**config.mk**
```make
export PLATFORM = sky130hd
export DESIGN_NAME = nmi_arbiter
export DESIGN_NICKNAME = d
export VERILOG_FILES = /design/src/rtl/nmi_arbiter.sv
export SDC_FILE = /design/constraint.sdc
export NUM_CORES = 1
export LEC_CHECK = 0
export BUFFER_PORTS_ARGS = -buffer_cell sky130_fd_sc_hd__buf_2
export CAP_MARGIN = 0
export CORE_AREA = 3 3 64 54
export CTS_CLUSTER_SIZE = 40
export DETAILED_ROUTE_END_ITERATION = 8
export DIE_AREA = 0 0 67 57
export GPL_TIMING_DRIVEN = 0
export HOLD_SLACK_MARGIN = 0.12
export PLACE_DENSITY = 0.92
export SLEW_MARGIN = 20
export SYNTH_ARGS = -nofsm -noshare
export SYNTH_HDL_FRONTEND = slang
export SYNTH_SLANG_ARGS = --single-unit
```
**constraint.sdc**
```tcl
create_clock -name clk28 -period 2.95 [get_ports clk28]
set_clock_uncertainty 0.05 [all_clocks]
set_input_delay 0.1475 -clock clk28 [delete_from_list [all_inputs] [get_ports clk28]]
set_output_delay 0.1475 -clock clk28 [all_outputs]
set_load 0.05 [all_outputs]
```
**src/rtl/nmi_arbiter.sv**
```systemverilog
// NMI arbiter: latches magic/pause/divMMC/soft requests, grants one per ULA frame edge,
// holds n_nmi until the CPU fetches the 0x0066 vector or the hold timer expires.
module nmi_arbiter #(
    parameter int unsigned HOLD_MAX = 8192,
    parameter int unsigned COOLDOWN = 64
) (
    input  logic        clk28,
    input  logic        rst,
    input  logic [15:0] bus_a,
    input  logic        bus_mreq,
    input  logic        bus_m1,
    input  logic        n_int,
    input  logic        n_int_next,
    input  logic [3:0]  req,
    input  logic [3:0]  mask,
    input  logic        busy,
    output logic        n_nmi,
    output logic [1:0]  grant_src,
    output logic        grant_valid,
    output logic        ack,
    output logic        timeout
);

    localparam int unsigned HOLD_W = (HOLD_MAX > 1) ? $clog2(HOLD_MAX) : 1;
    localparam int unsigned COOL_W = (COOLDOWN > 1) ? $clog2(COOLDOWN) : 1;
    localparam logic [HOLD_W-1:0] HOLD_LAST = HOLD_W'(HOLD_MAX - 1);
    localparam logic [COOL_W-1:0] COOL_LAST = COOL_W'(COOLDOWN - 1);

    typedef enum logic [1:0] {
        S_IDLE,
        S_WAIT,
        S_ASSERT,
        S_COOL
    } state_t;

    state_t            state, state_d;
    logic [3:0]        pending, pending_d;
    logic [3:0]        req_prev;
    logic [3:0]        clr;
    logic [HOLD_W-1:0] hold_cnt, hold_d;
    logic [COOL_W-1:0] cool_cnt, cool_d;
    logic              n_nmi_d, grant_valid_d, ack_d, timeout_d;
    logic [1:0]        grant_src_d;
    logic [1:0]        pick_idx;
    logic [3:0]        pick_onehot;
    logic              fe, ack_hit;

    assign fe      = n_int && !n_int_next;
    assign ack_hit = bus_m1 && bus_mreq && (bus_a == 16'h0066);

    // Fixed priority: lowest index (magic) wins
    always_comb begin
        pick_idx    = 2'd0;
        pick_onehot = 4'b0000;
        if (pending[0]) begin
            pick_idx    = 2'd0;
            pick_onehot = 4'b0001;
        end else if (pending[1]) begin
            pick_idx    = 2'd1;
            pick_onehot = 4'b0010;
        end else if (pending[2]) begin
            pick_idx    = 2'd2;
            pick_onehot = 4'b0100;
        end else if (pending[3]) begin
            pick_idx    = 2'd3;
            pick_onehot = 4'b1000;
        end
    end

    // A fresh rising edge beats a same-cycle grant clear; masked sources are dropped
    always_comb begin
        pending_d = ((pending & ~clr) | (req & ~req_prev & mask)) & mask;
    end

    always_comb begin
        state_d       = state;
        hold_d        = hold_cnt;
        cool_d        = cool_cnt;
        n_nmi_d       = n_nmi;
        grant_src_d   = grant_src;
        grant_valid_d = grant_valid;
        ack_d         = 1'b0;
        timeout_d     = 1'b0;
        clr           = 4'b0000;
        case (state)
            S_IDLE: begin
                if (|pending) state_d = S_WAIT;
            end
            S_WAIT: begin
                if (pending == 4'b0000) begin
                    state_d = S_IDLE;
                end else if (fe && !busy) begin
                    grant_src_d   = pick_idx;
                    clr           = pick_onehot;
                    n_nmi_d       = 1'b0;
                    grant_valid_d = 1'b1;
                    hold_d        = '0;
                    state_d       = S_ASSERT;
                end
            end
            S_ASSERT: begin
                if (ack_hit) begin
                    n_nmi_d       = 1'b1;
                    grant_valid_d = 1'b0;
                    ack_d         = 1'b1;
                    cool_d        = '0;
                    state_d       = S_COOL;
                end else if (hold_cnt == HOLD_LAST) begin
                    n_nmi_d       = 1'b1;
                    grant_valid_d = 1'b0;
                    timeout_d     = 1'b1;
                    cool_d        = '0;
                    state_d       = S_COOL;
                end else begin
                    hold_d = hold_cnt + HOLD_W'(1);
                end
            end
            S_COOL: begin
                if (cool_cnt == COOL_LAST) begin
                    state_d = (|pending) ? S_WAIT : S_IDLE;
                end else begin
                    cool_d = cool_cnt + COOL_W'(1);
                end
            end
            default: state_d = S_IDLE;
        endcase
    end

    // req_prev resets to all-ones so levels held through reset never count as edges
    always_ff @(posedge clk28) begin
        if (rst) begin
            state       <= S_IDLE;
            pending     <= 4'b0000;
            req_prev    <= 4'b1111;
            hold_cnt    <= '0;
            cool_cnt    <= '0;
            n_nmi       <= 1'b1;
            grant_src   <= 2'd0;
            grant_valid <= 1'b0;
            ack         <= 1'b0;
            timeout     <= 1'b0;
        end else begin
            state       <= state_d;
            pending     <= pending_d;
            req_prev    <= req;
            hold_cnt    <= hold_d;
            cool_cnt    <= cool_d;
            n_nmi       <= n_nmi_d;
            grant_src   <= grant_src_d;
            grant_valid <= grant_valid_d;
            ack         <= ack_d;
            timeout     <= timeout_d;
        end
    end

endmodule

```
* Word-level counts from Yosys, hierarchy flattened
Cells that the tools add are included. W data, S select, Z words.
Storage, ports and cells: register bits after elaboration 35, bits of input ports 31, word-level logic and storage cells 94
Cells by class: mux-type cells 40, eq/ne operators 15, add/subtract/negate cells 2, reduce and logical (&&, ||, !) cells 18, bitwise operators 9
Operators with widths (number):
- $mux W13 | 4
- $mux W4 | 7
- $pmux W13 S2 | 1
- $mux W2 | 10
- $mux W6 | 3
- $and A4 B4 Y4 | 4
- $eq A16 B7 Y1 const B | 1
- $ne A2 B2 Y1 const B | 7
- $add A13 B1 Y13 const B | 1
- $eq A13 B13 Y1 const B | 1
- $pmux W6 S2 | 1
- $mux W1 | 11
- $not A4 Y4 | 2
- $pmux W2 S4 | 1
- $reduce_and A4 Y1 | 2
- $add A6 B1 Y6 const B | 1
- $eq A6 B6 Y1 const B | 1
- $ne A3 B3 Y1 const B | 2
- $reduce_and A3 Y1 | 2
- $reduce_and A5 Y1 | 1
- $eq A2 B2 Y1 const B | 2
- $logic_and A1 B1 Y1 | 4
- $logic_not A4 Y1 | 1
- $or A4 B4 Y4 | 1
- other kinds (9) | 13

* Longest topological paths before layout
Gate-level depths: netlist of the first run.
depth after elaboration 11, gate-level depth with buffers 6

* Worst setup path before layout of the first run
Ideal clock, no wire load.
path type reg-to-reg, start point register hold_cnt[0], end point register hold_cnt[6], buffers on the path 0, setup slack 1093 ps, data required time 2778 ps, stages on the path, launching flop included 7, data arrival time 1685 ps, library setup time 122 ps, path through dfxtp_1 > ha_1 > and3_1 > nand4_1 > o21ai_1 > o21a_4 > a221o_1
On the way: word-level cells in the longest chain between the ends 4, elaborated cells between the ends (all ways) 7, classes of those cells 1 x add/sub; 2 x eq/ne; 3 x mux; 1 x reduce/logical
Ends and longest elaborated chain:
- start, declared | RTL line 40 | logic [HOLD_W-1:0] hold_cnt, hold_d;
- start signal, assigned | RTL line 146 | hold_cnt <= hold_d;
- $add A13 B1 Y13 | RTL line 115 | hold_d = hold_cnt + HOLD_W'(1);
- $mux W13 | RTL line 108 | end else if (hold_cnt == HOLD_LAST) begin
- $mux W13 | RTL line 102 | if (ack_hit) begin
- $pmux W13 S2 | RTL line 85 | case (state)
Parallel ways exist; a longest one is shown, timed or not. The select of a mux whose other input is x is not followed. A chain may end at the register's enable or synchronous reset.

* Worst setup path in the final report of the first run
start point register hold_cnt[0], end point register grant_valid
On the way: word-level cells in the longest chain between the ends 3
Ends and longest elaborated chain:
- $eq A13 B13 Y1 | RTL line 108
- $ne A3 B3 Y1 (no line)
- $reduce_and A4 Y1 (no line)
- end signal, assigned | RTL line 150 | grant_valid <= grant_valid_d;
- end, declared | RTL line 19 | output logic grant_valid,
Every way passes these cells.

==> impl_metrics.tcl, run 1 <==
set metrics [dict create \
    globalRouteTotalUtil 0.249 \
    drv_cap 0 \
    worstPathCellList "ha_1 -> and3_1 -> nand4_1 -> o21ai_1 -> a31o_2 -> o22ai_1" \
    cts_tree "built" \
    syn_nets 213 \
    clock-root-buffer "sky130_fd_sc_hd__clkbuf_8" \
    synthCells 180 \
    timing.final.setup_violations 0 \
    achievable-frequency_ghz 0.454 \
    power_density_nw_per_um2 509 \
    worst_ir_drop_on_vdd_v 0.000403 \
    synth_top_family_by_area "simple AND/OR/NAND/NOR gates" \
    crit_path_end "grant_valid" \
    fp-row-count 17 \
    totalWireLength_um 4370 \
    status "finished, final reports clean" \
    worst_setup_path_class "flop to flop" \
    num_vias 1623 \
    worstMarginPinSlew_ns 0.500 \
    synth_edf_count 0 \
    asyncSetResetFlopFracSynth 0 \
    timing.final.crit_share 0.746 \
    grt_pass1_wl_um 7220 \
    core_um2 2810 \
    diodes 0 \
    timing.final.crit_period_ns 2.20 \
    rr_startpoint "hold_cnt[0]" \
    finish.utilization 0.735 \
    critPathTopFamily "compound AO/OA/AOI/OAI gates" \
    vias_in_the_first_global_route 1608 \
    layout.cells.most_common_list "sky130_fd_sc_hd__buf_2 (36), sky130_fd_sc_hd__dfxtp_1 (35), sky130_fd_sc_hd__nor2_1 (18)" \
    final-hold-violation-count 0 \
    cts_bufs_inserted 5 \
    clock_power_share 0.428 \
    yosys.area_share.adder 0.0155 \
    worstPathRequired_ns 3.06 \
    dr.pass1.iters 5 \
    ctsHtreeMaxLevel 2 \
    clockBufferDepth 2 \
    ports_placed_on_the_boundary 37 \
    cp_num_buf_inv 0 \
    antenna_violating_nets_post_route 0 \
    max_stage_delay_ns 0.40 \
    maxSlewViolCount 0 \
    postSynthAreaPerCell_um2 8.99 \
    synth_warnings 0 \
    critical_path.startpoint_type "flop" \
    post_synth_instance_area_um2 1620 \
    die_h_um 57 \
    post-route-cell-area_um2 2060 \
    min_path_type "primary input to flop" \
    static-leakage-power_nw 0.830 \
    ctsResizeCount 0 \
    cts_setup_buffers 0 \
    timing.critical_path.from "hold_cnt[0]" \
    critical_path_cell_count 6 \
    global_route.overflow_total 0 \
    drt-initial-drc-count 107 \
    cts.sink_count 35 \
    synth_compound_gate_area_share 0.195 \
    worst-path-max-fanout 8 \
    final_nets 266 \
    grt_setup_unrepaired "false" \
    cpMaxStageDelayCell "sky130_fd_sc_hd__dfxtp_1" \
    synth.distinct_cells 50 \
    sequentialPowerShare 0.472 \
    hold_buffer_count_at_cts 10 \
    drt-vias-per-instance 5.97 \
    yosys-mux-area-fraction 0.00696 \
    worst-r2r-setup-slack_ns 0.75 \
    share_of_synthesized_area_occupied_by_flip_flops_and_latches 0.433 \
    cp-end-kind "flop" \
    switching_power_summed_over_all_nets_mw 0.242 \
    regToRegEndpoint "grant_valid" \
    fp.dieW_um 67 \
    max-slew-margin-rel 0.665 \
    dieArea_um2 3820 \
    ff2ff_path_depth 6 \
    finalWeightedCongestion 0.814 \
    grt_max_degree 12 \
    holdCritStartpoint "bus_a[7]" \
    internal_pwr_total_mw 0.808 \
    placedInstanceArea_um2 1850 \
    ys_dominant_reg_cell "sky130_fd_sc_hd__dfxtp_1" \
    dpl.hpwl_um 2480 \
    worstPathArrival_ns 2.31 \
    io_buffer_count 36 \
    worst_skew_pair.late_latency_ns 0.29 \
    tns_ns 0 \
    grt_antenna_before_repair 0 \
    layout_commonest_cell "sky130_fd_sc_hd__buf_2" \
    synth_area_in_xor_xnor 0.0217 \
    flow.area_growth_from_synthesis_pct 27.5 \
    initial_cell_density_of_the_core 0.576 \
    post_synthesis_share_of_cell_area_spent_on_and_or_nand_and_nor_gates 0.300 \
    p_comb_frac 0.100 \
    drive_gt1_frac 0.256 \
    ys_seq_elements 35 \
    wl_per_cell_um 16.0 \
    detail_route.drc_violations 0 \
    switching_share 0.231 \
    cts.clk_slew.worst_paths_ns 0.08 \
]
==> worst min-delay path by stage <==
stage	end	slack (ns)	depth (start not counted)
5_1_grt	ack	0.16	4
4_1_cts	ack	0.12	4
3_5_place_dp	req_prev[2]	0.30	2
3_3_place_gp	req_prev[0]	0.30	2
2_1_floorplan	req_prev[3]	0.20	1
6_report	ack	0.14	4
==> cell usage after synthesis (2+ instances only) <==
cell	instances	area [µm²]
sky130_fd_sc_hd__nor3_1	3	15.0
sky130_fd_sc_hd__nor4_1	2	12.5
sky130_fd_sc_hd__nand3_1	9	45.0
sky130_fd_sc_hd__ha_1	2	25.0
sky130_fd_sc_hd__nor2_1	18	67.6
sky130_fd_sc_hd__dfxtp_1	35	701
sky130_fd_sc_hd__nand2b_1	4	25.0
sky130_fd_sc_hd__a31oi_1	13	81.3
sky130_fd_sc_hd__nand4_1	2	12.5
sky130_fd_sc_hd__or2_2	4	25.0
sky130_fd_sc_hd__and3_1	9	56.3
sky130_fd_sc_hd__nand2_1	7	26.3
sky130_fd_sc_hd__nor2b_1	3	18.8
sky130_fd_sc_hd__a221o_1	4	40.0
sky130_fd_sc_hd__o21ai_0	8	40.0
sky130_fd_sc_hd__inv_1	7	26.3
sky130_fd_sc_hd__nor3b_1	3	22.5
sky130_fd_sc_hd__or3_1	5	31.3
sky130_fd_sc_hd__xnor2_1	3	26.3
sky130_fd_sc_hd__clkbuf_1	2	7.51
sky130_fd_sc_hd__a21oi_1	8	40.0
==> through the flow <==
step	hold WS (ns)	worst slack, ns	total power [mW]	instances
floorplan	0.201	1.09	0.557	180
global placement	0.296	0.833	0.589	254
detailed placement	0.303	0.802	0.593	254
CTS	0.122	0.775	1.04	272
global route	0.164	0.641	1.09	272
finish	0.142	0.749	1.05	272
==> area by class of cell <==
| cell class | instances | area, µm² |
|---|---|---|
| fillers | 196 | 744 |
| multi-input cells | 135 | 872 |
| plain buffers | 3 | 18.8 |
| clock inverters | 2 | 35.0 |
| flip-flops and latches | 35 | 701 |
| inverters | 7 | 26.3 |
| clock buffers | 6 | 82.6 |
| repair buffers | 46 | 280 |
| well taps | 38 | 47.5 |
==> state kept, by name, summed over array words and instances, names as in the netlist, named ones only <==
register / count
hold_cnt: 13
n_nmi: 1
pending: 4
state: 1
grant_valid: 1
timeout: 1
ack: 1
grant_src: 2
cool_cnt: 6
req_prev: 4
==> cell families after synthesis <==
logic type,count (synthesis)
XOR/XNOR,4
multiplexers,1
AND/OR/NAND/NOR,82
buffers and inverters,10
flip-flops,35
adder cells (fa/ha/maj),2
AO/OA/AOI/OAI,46
==> per-layer routing <==
metal / vias to the layer above / global-route usage / routed length [µm]
li1: 772 / - / -
met1: 748 / 0.293 / 1810
met2: 85 / 0.412 / 2100
met3: 18 / 0.0748 / 342
met4: 0 / 0.121 / 116
met5: - / 0 / 0
==> power by group through the flow <==
| stage | logic [mW] | clock network, mW | registers (mW) |
|---|---|---|---|
| floorplan | 0.0538 | 0 | 0.503 |
| global placement | 0.0838 | 0 | 0.505 |
| detailed placement | 0.0875 | 0 | 0.506 |
| CTS | 0.0979 | 0.451 | 0.495 |
| global route | 0.112 | 0.480 | 0.497 |
| finish | 0.105 | 0.449 | 0.496 |
==> tightest hold or removal path, stage by stage <==
cell,delay [ns]
sky130_fd_sc_hd__buf_2,0.07
sky130_fd_sc_hd__nor2_1,0.03
sky130_fd_sc_hd__nand4_1,0.10
sky130_fd_sc_hd__nor4_1,0.08
Power figures use the tool's default switching activity.
==> inputs of run 2 (changes only) <==
Settings changed: ABC_AREA from default to 1, CORE_AREA 3 3 64 54 to 3 3 73 62, DIE_AREA 0 0 67 57 to 0 0 76 65, PLACE_DENSITY 0.92 to 0.88.
Clock period 2.95 ns to 2.3 ns, I/O delays scaled along.
==> run 2 against run 1 <==
Net effect: sequential cell count unchanged; clock power up 9.1%; first-iteration DRC count up 100%.
==> impl_metrics.tcl, run 2 <==
set metrics [dict create \
    synth_warnings 0 \
    vias_in_the_first_global_route 2029 \
    initial_cell_density_of_the_core 0.561 \
    globalRouteTotalUtil 0.214 \
    cts.sink_count 35 \
    grt_setup_unrepaired "false" \
    timing.final.crit_period_ns 1.79 \
    core_um2 3780 \
    die_h_um 65 \
    yosys.area.top_type_share 0.330 \
    io_buffer_count 36 \
    largest_reg_flops 13 \
    numPlacedInstances 410 \
    max_stage_delay_ns 0.36 \
    fp-row-count 20 \
    synth.most_common_cell "sky130_fd_sc_hd__nand2_1" \
    timing.final.crit_share 0.780 \
    hold_buffer_count_at_cts 9 \
    drv_cap 0 \
    antenna_violating_nets_post_route 0 \
    finalWeightedCongestion 0.866 \
    maxSlewViolCount 0 \
    layout_commonest_cell "sky130_fd_sc_hd__nand2_1" \
    worstMarginPinSlew_ns 0.627 \
    drt-vias-per-instance 4.91 \
    critical_path.startpoint_type "flop" \
    synthCells 319 \
    ff_latch_area_um2 701 \
    multi_input_comb_area_um2 1180 \
    cts_tree "built" \
    yosys-top-cells-area "sky130_fd_sc_hd__dfxtp_1 (33%), sky130_fd_sc_hd__nand2_1 (14%), sky130_fd_sc_hd__nor2_1 (8.1%)" \
    cts.clk_slew.worst_paths_ns 0.07 \
    ports_placed_on_the_boundary 37 \
    grt_pass1_wl_um 8600 \
    postSynthAreaPerCell_um2 6.65 \
    dpl.hpwl_um 3540 \
    grt_max_degree 11 \
    fp.dieW_um 76 \
    final-hold-violation-count 0 \
    max-slew-margin-rel 0.582 \
    dr.pass1.iters 5 \
    asyncSetResetFlopFracSynth 0 \
    grt_antenna_before_repair 0 \
    achievable-frequency_ghz 0.557 \
    worst_setup_path_class "flop to flop" \
    reg_top3 "hold_cnt (13), cool_cnt (6)" \
    num_vias 2095 \
    instances_no_fill 427 \
    ctsHtreeMaxLevel 2 \
    clockBufferDepth 2 \
    status "finished, final reports clean" \
    timing.final.setup_violations 0 \
    global_route.overflow_total 0 \
    yosysTopAreaCell "sky130_fd_sc_hd__dfxtp_1" \
    post_synth_instance_area_um2 2120 \
    worstPathCellList "ha_1 -> nand2_2 -> nor2_4 -> nand2_4 -> nor2_8 -> nand3_2 -> nand4_4 -> buf_12 -> nand2_1 -> inv_1 -> nor2_2" \
    synth.distinct_cells 37 \
    cpMaxStageDelayCell "sky130_fd_sc_hd__dfxtp_1" \
    diodes 0 \
    wl_per_cell_um 11.5 \
    detail_route.drc_violations 0 \
    ctsResizeCount 0 \
    min_path_type "primary input to flop" \
    worst-path-max-fanout 10 \
    totalWireLength_um 4900 \
    registers.top_by_ff_count "hold_cnt" \
    synth_edf_count 0 \
    syn_nets 352 \
    flow.area_growth_from_synthesis_pct 20.7 \
    drive_gt1_frac 0.239 \
    dieArea_um2 4940 \
    final_nets 404 \
    cts_setup_buffers 0 \
    worst_skew_pair.late_latency_ns 0.28 \
    cp-end-kind "flop" \
    ys_dominant_reg_cell "sky130_fd_sc_hd__dfxtp_1" \
    synth.cells.most_frequent "sky130_fd_sc_hd__nand2_1 (80), sky130_fd_sc_hd__nor2_1 (46), sky130_fd_sc_hd__inv_1 (42)" \
    tns_ns 0 \
    clock-root-buffer "sky130_fd_sc_hd__clkbuf_8" \
    layout.cells.most_common_list "sky130_fd_sc_hd__nand2_1 (80), sky130_fd_sc_hd__nor2_1 (46), sky130_fd_sc_hd__inv_1 (42)" \
    layout.filler_cells 325 \
    drt-initial-drc-count 215 \
    worst_ir_drop_on_vdd_v 0.000497 \
    ys_seq_elements 35 \
    worstPathRequired_ns 2.44 \
    worstPathArrival_ns 1.93 \
    cts_bufs_inserted 5 \
    share_of_synthesized_area_occupied_by_flip_flops_and_latches 0.330 \
    static-leakage-power_nw 1.17 \
    power_density_nw_per_um2 612 \
]
[run 2: kinds of logic after synthesis]
family,Yosys count,synth area share
AO/OA/AOI/OAI,33,0.0932
adder cells (fa/ha/maj),2,0.0118
flip-flops,35,0.330
XOR/XNOR,3,0.0124
buffers and inverters,54,0.111
AND/OR/NAND/NOR,192,0.441
[run 2: layer usage]
layer / track usage / vias to the layer above / wire, µm
met1: 0.256 / 931 / 2190
met3: 0.0528 / 4 / 348
met4: 0.0520 / 0 / 29
met2: 0.389 / 59 / 2330
li1: - / 1101 / -
met5: 0 / - / 0
[run 2: final timing paths]
kind | endpoint | slack [ns] | startpoint | cells past startpoint
hold / removal | ack | 0.28 | bus_mreq | 5
hold reg to reg | grant_src[0] | 0.41 | grant_src[0] | 2
setup reg to reg | hold_cnt[11] | 0.51 | hold_cnt[0] | 11
setup / recovery | hold_cnt[11] | 0.51 | hold_cnt[0] | 11
[run 2: stage by stage]
step	instance area (µm²)	hold slack [ns]	setup slack, ns	utilization	power (mW)
after floorplan	2120	0.158	0.734	-	0.980
after global placement	2370	0.247	0.585	0.627	1.06
after detailed placement	2370	0.256	0.536	0.627	1.08
after CTS	2560	0.283	0.519	0.677	1.58
after global routing	2560	0.334	0.394	0.677	1.67
final	2560	0.283	0.506	0.677	1.57
[run 2: layout make-up]
type / count / share of cell area
buffer: 7 / 0.0230
clock buffer: 8 / 0.0391
inverter: 47 / 0.0689
multi-input combinational: 230 / 0.463
sequential: 35 / 0.274
tap: 55 / 0.0269
timing repair buffer: 45 / 0.106
[run 2: critical path: cells and delay by family (launching register included)]
kind	cells	cell delay [ns]
AND/OR/NAND/NOR	8	0.86
flip-flops	1	0.36
buffers and inverters	2	0.22
adder cells (fa/ha/maj)	1	0.21
[run 2: where the power goes]
part	internal [mW]	switching (mW)
registers	0.652	0.0334
clock network	0.273	0.216
logic	0.157	0.236
